File: src/rtl/result_matrix_writer.sv
// Sink for the complex matrix-multiply result stream: fills a real bank, then an
// imaginary bank, in row-major order, and offers a one-cycle-latency read port.
module result_matrix_writer #(
    parameter int WORD_LEN   = 16,
    parameter int MATRIX_DIM = 4,
    parameter int ADDR_BITS  = 4
) (
    input  logic                 src_clk,
    input  logic                 rst,
    input  logic                 we_final,
    input  logic [WORD_LEN-1:0]  coefficient,
    input  logic                 part_real_done,
    input  logic                 clr,
    input  logic                 rd_en,
    input  logic [ADDR_BITS-1:0] rd_addr,
    output logic [WORD_LEN-1:0]  rd_real,
    output logic [WORD_LEN-1:0]  rd_imag,
    output logic                 rd_valid,
    output logic [ADDR_BITS:0]   wr_count,
    output logic                 phase_imag,
    output logic                 done,
    output logic                 err
);

    localparam int ELEMS = MATRIX_DIM * MATRIX_DIM;
    localparam int DEPTH = 1 << ADDR_BITS;
    localparam logic [ADDR_BITS:0] LAST_IDX = (ADDR_BITS + 1)'(ELEMS - 1);
    localparam logic [ADDR_BITS:0] FULL_CNT = (ADDR_BITS + 1)'(ELEMS);

    typedef enum logic [1:0] {S_REAL, S_IMAG, S_DONE, S_ERR} state_t;

    state_t               state_q, state_d;
    logic [ADDR_BITS:0]   wr_count_q, wr_count_d;
    logic                 phase_imag_q, phase_imag_d;
    logic                 rd_valid_q, rd_valid_d;
    logic [WORD_LEN-1:0]  rd_real_q, rd_real_d;
    logic [WORD_LEN-1:0]  rd_imag_q, rd_imag_d;
    logic                 real_we, imag_we;
    logic                 rd_in_range;
    logic [ADDR_BITS-1:0] wr_addr;

    // Banks span the full address space so any rd_addr indexes safely.
    logic [WORD_LEN-1:0]  real_bank [DEPTH];
    logic [WORD_LEN-1:0]  imag_bank [DEPTH];

    assign wr_addr     = wr_count_q[ADDR_BITS-1:0];
    assign rd_in_range = ({1'b0, rd_addr} < FULL_CNT);

    always_comb begin
        state_d      = state_q;
        wr_count_d   = wr_count_q;
        phase_imag_d = phase_imag_q;
        real_we      = 1'b0;
        imag_we      = 1'b0;
        case (state_q)
            S_REAL: begin
                if (we_final) begin
                    if (!part_real_done) begin
                        real_we = 1'b1;
                        if (wr_count_q == LAST_IDX) begin
                            wr_count_d   = '0;
                            state_d      = S_IMAG;
                            phase_imag_d = 1'b1;
                        end else begin
                            wr_count_d = wr_count_q + 1'b1;
                        end
                    end else begin
                        state_d = S_ERR;
                    end
                end
            end
            S_IMAG: begin
                if (we_final) begin
                    if (part_real_done) begin
                        imag_we = 1'b1;
                        if (wr_count_q == LAST_IDX) begin
                            wr_count_d = FULL_CNT;
                            state_d    = S_DONE;
                        end else begin
                            wr_count_d = wr_count_q + 1'b1;
                        end
                    end else begin
                        state_d = S_ERR;
                    end
                end
            end
            default: begin
                // Terminal states ignore strobes; clr wins over any strobe.
                if (clr) begin
                    state_d      = S_REAL;
                    wr_count_d   = '0;
                    phase_imag_d = 1'b0;
                end
            end
        endcase
    end

    always_comb begin
        rd_valid_d = rd_en;
        rd_real_d  = rd_real_q;
        rd_imag_d  = rd_imag_q;
        if (rd_en) begin
            rd_real_d = rd_in_range ? real_bank[rd_addr] : '0;
            rd_imag_d = rd_in_range ? imag_bank[rd_addr] : '0;
        end
    end

    always_ff @(posedge src_clk) begin
        if (!rst) begin
            state_q      <= S_REAL;
            wr_count_q   <= '0;
            phase_imag_q <= 1'b0;
            rd_valid_q   <= 1'b0;
            rd_real_q    <= '0;
            rd_imag_q    <= '0;
        end else begin
            state_q      <= state_d;
            wr_count_q   <= wr_count_d;
            phase_imag_q <= phase_imag_d;
            rd_valid_q   <= rd_valid_d;
            rd_real_q    <= rd_real_d;
            rd_imag_q    <= rd_imag_d;
        end
    end

    // Banks carry no reset; a write in the same cycle as a read lands after the read samples.
    always_ff @(posedge src_clk) begin
        if (rst && real_we) begin
            real_bank[wr_addr] <= coefficient;
        end
        if (rst && imag_we) begin
            imag_bank[wr_addr] <= coefficient;
        end
    end

    assign rd_real    = rd_real_q;
    assign rd_imag    = rd_imag_q;
    assign rd_valid   = rd_valid_q;
    assign wr_count   = wr_count_q;
    assign phase_imag = phase_imag_q;
    assign done       = (state_q == S_DONE);
    assign err        = (state_q == S_ERR);

endmodule

File: config.mk
export PLATFORM = sky130hd
export DESIGN_NAME = result_matrix_writer
export DESIGN_NICKNAME = d
export VERILOG_FILES = /design/src/rtl/result_matrix_writer.sv
export SDC_FILE = /design/constraint.sdc
export NUM_CORES = 1
export LEC_CHECK = 0
export ABC_AREA = 0
export BUFFER_PORTS_ARGS = -buffer_cell sky130_fd_sc_hd__clkbuf_2
export CORE_ASPECT_RATIO = 1.4
export CORE_MARGIN = 1
export CORE_UTILIZATION = 41
export DETAILED_ROUTE_END_ITERATION = 16
export PLACE_DENSITY = 0.53
export SYNTH_ARGS = -nofsm -noshare
export SYNTH_HDL_FRONTEND = slang
export SYNTH_SLANG_ARGS = --single-unit
File: constraint.sdc
create_clock -name src_clk -period 5.3 [get_ports src_clk]
set_clock_uncertainty 0.05 [all_clocks]
set_input_delay 1.06 -clock src_clk [delete_from_list [all_inputs] [get_ports src_clk]]
set_output_delay 1.06 -clock src_clk [all_outputs]
set_load 0.005 [all_outputs]
# [After elaboration in Yosys (flattened, before gate mapping)]
# Memories as Yosys holds them, arrays and structs flattened. A register that Yosys moved wholly into a read port is not among the register bits.
# Index checks and enable logic that the tools add are counted.
# W data, S select, Z words.
[op_classes] addsub=1 eq_ne=11 n_mux=31 bitwise_logic=1 n_reduce_logical=10
[op_table] op="$mux W5" n=7
[op_table] op="$reduce_and A5 Y1" n=3
[op_table] op="$mux W1" n=14
[op_table] op="$mux W2" n=7
[op_table] op="$ne A2 B2 Y1 const B" n=5
[op_table] op="$pmux W5 S2" n=1
[op_table] op="$ne A3 B3 Y1 const B" n=2
[op_table] op="$add A5 B1 Y5 const B" n=1
[op_table] op="$eq A5 B4 Y1 const B" n=1
[op_table] op="$eq A2 B2 Y1 const B" n=2
[op_table] op="$pmux W2 S2" n=1
[op_table] op="$reduce_bool A3 Y1" n=1
[op_table] op="$eq A2 B1 Y1 const B" n=1
[op_table] op="$logic_and A1 B1 Y1" n=2
[op_table] op="$logic_not A1 Y1" n=2
[op_table] op="$logic_not A2 Y1" n=1
[op_table] op="$pmux W1 S2" n=1
[op_table] op="$reduce_bool A2 Y1" n=1
[op_table] op="$not A1 Y1" n=1
[totals] regBits=9 mem_bits_rw=512 in_bits=26 n_memories=2
[mem_list] memory="imag_bank" depth=16 word_bits=16 rd=1 rd_ports_with_merged_regs=1 wr=1 line_no="44" text="logic [WORD_LEN-1:0] imag_bank [DEPTH];"
[mem_list] memory="real_bank" depth=16 word_bits=16 rd=1 rd_ports_with_merged_regs=1 wr=1 line_no="43" text="logic [WORD_LEN-1:0] real_bank [DEPTH];"

# [Longest topological paths before layout]
[logic_depth] ltp_word=6 depth_mapped=7 mapped_depth_nobuf=5

# [Worst setup path after synthesis]
# No wires, ideal clock.
[synth_timing] path_kind="in2reg" start="input port rst" end="memory imag_bank[2][0] (enable)" arrival_time_ns=2.615 required_time_ns=4.841 slack_ns=2.226 path_stages=4 n_path_buf=0 path_cell_list="nand3b_1 -> nor2_1 -> nand2_1 -> nor3_1"
[synth_via] elab_chain_cells=3
[synth_lines] item="from (decl)" line_no="9" text="input logic rst,"
[synth_lines] item="$logic_and A1 B1 Y1" line_no="131" text="if (rst && imag_we) begin"
[synth_lines] item="$mux W1" line_no="131"
[synth_lines] item="$mux W1 (implied by the code)" line_no="132" text="imag_bank[wr_addr] <= coefficient;"
[synth_lines] item="to (decl)" line_no="44"
# Every way passes these cells.

# [Worst setup path after layout]
[layout_timing] start="input port rst" end="memory real_bank[0][14] (enable)"
[layout_via] elab_chain_cells=3
[layout_lines] item="$logic_and A1 B1 Y1" line_no="128" text="if (rst && real_we) begin"
[layout_lines] item="$mux W1" line_no="128"
[layout_lines] item="$mux W1 (implied by the code)" line_no="129" text="real_bank[wr_addr] <= coefficient;"
[layout_lines] item="to (decl)" line_no="43"
# Every way passes these cells.

==> run metrics <==
wire length per cell=roughly 25 µm; Die W=slightly below 200 µm; FFs w/ async S/R, synth=0; root buffer cell=clkbuf_16; reg2reg end=real_bank[0][14]; power share of the clock group=0.407; setup TNS=0 ps; NetSw=a little under 0.002 W; die area=between 50000 and 60000 µm²; Core Area=around 51000 µm²; Multi-input gate area=approximately 4900 µm²; worst-case hold path end point=rd_real[7]; DRC=0; Clock transition at path regs=60 ps; Tmin final=approximately 3100 ps; initial antenna violation count=0; Slew Limit Fails=0; max_cap viols=0; Via density=approximately 5.4; Port Buffer Count=66; clk sinks=~550; antenna cell count=0; #FFs+latches synth=553; layout cells sized above 1=0.131; Placer Congestion=between 0.7 and 0.8; gr ovfl total=0; Hold WS=between 400 and 500 ps; Initial DRC Count=652; cell taking the most area after synthesis=edfxtp_1; clock tree buffer depth=3; status=completed; Worst EP required=roughly 5500 ps; CTS Buf Count=53; Post-Synthesis Cells=1304; CP arrival=about 3200 ps; sw frac=0.216; RSZ-0062 raised after global routing=false; Worst-Skew Late Latency=580 ps; DP Cell Count=1970; Post-synth EDFFs=between 500 and 600; syn avg cell area=16.4 µm²; Post-Route WL=51.6 mm; Syn Std Cell Area=~21000 µm²; Post-CTS Setup Bufs=0; detailed placement HPWL=between 30 and 40 mm; H-tree level count=2; NumNets Final=1405; hold path depth=2; vias in the first global route=~12k; ys flop type=edfxtp_1; Synth top cells by count=edfxtp_1 (512), mux2i_1 (257), nand2_1 (109), nand3_1 (101), a21oi_1 (66); PwrDens=around 370 nW/µm²; via count=between 10k and 15k; fin crit share=0.579; Setup Viol. Count Final=0; Antenna Nets Post-Route=0; post-synthesis sequential area ratio=0.760; fillers=approximately 4.4k; Max-slew headroom=0.316; Synth top area share=0.721; FF+latch area=roughly 16000 µm²; row count=roughly 100; area delta synth->final=13.0%; I/O pin count=67; unique cell type count in the Yosys netlist=33; Util after Layout=0.470; Pint=~0.007 W; Power Total=0.00893 W; Synthesized Nets=about 1.3k; Tightest Hold Check Type=register to register; CTS tree=done; leakage power=around 8.5 nW; Crit. End Element=register; Logic pwr share=0.051; first-pass GRT wire length=74.9 mm; Initial Util=0.416; R2R cell count=3; largest cells by area after synthesis=edfxtp_1 (72%), mux2i_1 (12%), dfxtp_1 (3.8%); CP startpoint kind=input pin; hold_sp=rd_real[7]; Finished Layout Cells=between 2k and 2.5k; post-CTS sizing=0; f_max=between 300 and 400 MHz; Synth Warn #=0; dominant cell by count in the synthesized netlist=edfxtp_1; reg2reg start=state_q[1]; Worst Path Max Fanout=16; CTS Hold Bufs=0; largest net degree at the start of global routing=93; Pre-antenna DRT Iters=5; worst slew pin tran=around 1000 ps; sequential group share of total power=0.542; Worst R2R Setup Slack=roughly 2500 ps; Global Route Usage Sum=0.194; maximum VDD drop=between 0.2 and 0.25 mV; critical path type=input pin to register; Final Hold Vio Count=0; Die Height=272 µm
-- per-stage QoR --
stage	setup slack (ps)	area [µm²]
final	2230	24100
after global routing	2120	24100
after CTS	2240	24100
after detailed placement	1620	22400
after global placement	1630	22400
after floorplan	2230	21300
-- power by group through the flow --
stage	Clock, W	Combinational (W)	Sequential [W]
floorplan	0	0.000249	0.00492
detailed placement	0	0.000469	0.00494
CTS	0.00370	0.000469	0.00484
global placement	0	0.000463	0.00493
global route	0.00387	0.000493	0.00484
finish	0.00363	0.000456	0.00484
-- routing by layer --
layer,up-vias,wire [µm],GRT usage
met2,240,29000,0.382
li1,5187,-,-
met3,78,1760,0.0246
met1,5721,19500,0.214
met4,0,1350,0.0616
met5,-,0,0
-- cell usage in the layout, fill, tap and decap left out, types with 12 or more instances in the layout --
| cell | n |
|---|---|
| clkbuf_2 | 65 |
| and2_1 | 12 |
| edfxtp_1 | 512 |
| clkinv_2 | 14 |
| nand2_1 | 109 |
| mux2i_1 | 257 |
| a22oi_1 | 65 |
| clkbuf_1 | 15 |
| buf_4 | 19 |
| nand3_1 | 100 |
| a21oi_1 | 66 |
| dfxtp_1 | 41 |
| clkbuf_16 | 55 |
-- registers in the layout, indices dropped and copies added (netlist names) --
name,cells
rd_real,16
imag_bank,256
real_bank,256
state_q,2
phase_imag,1
rd_valid,1
wr_count,5
rd_imag,16
-- cell type report --
type,instances,area share
sequential,553,0.672
multi-input combinational,678,0.203
clock buffer,74,0.0618
tap,650,0.0338
timing repair buffer,87,0.0217
clock inverter,25,0.00738
inverter,2,0.000312
-- critical path, cell delays in order --
cell	delay (ps)
clkbuf_2	330
nand3b_1	170
nor3_1	800
and3_1	840
-- logic make-up after synthesis --
logic type,after synthesis,synth area share
xor+xnor,1,0.000411
simple gates,273,0.0594
buf+inv,73,0.0152
fa+ha+maj,4,0.00235
mux,257,0.121
flops,553,0.760
compound gates,143,0.0424
-- worst max path at each step --
stage,startpoint,end,depth (start not counted)
2_1_floorplan,rst,imag_bank[2][0],4
3_3_place_gp,rst,real_bank[0][8],4
3_5_place_dp,rst,real_bank[0][7],4
4_1_cts,rst,real_bank[0][13],4
5_1_grt,rst,real_bank[0][14],4
6_report,rst,real_bank[0][14],4
(Power assumes the default switching activity.)
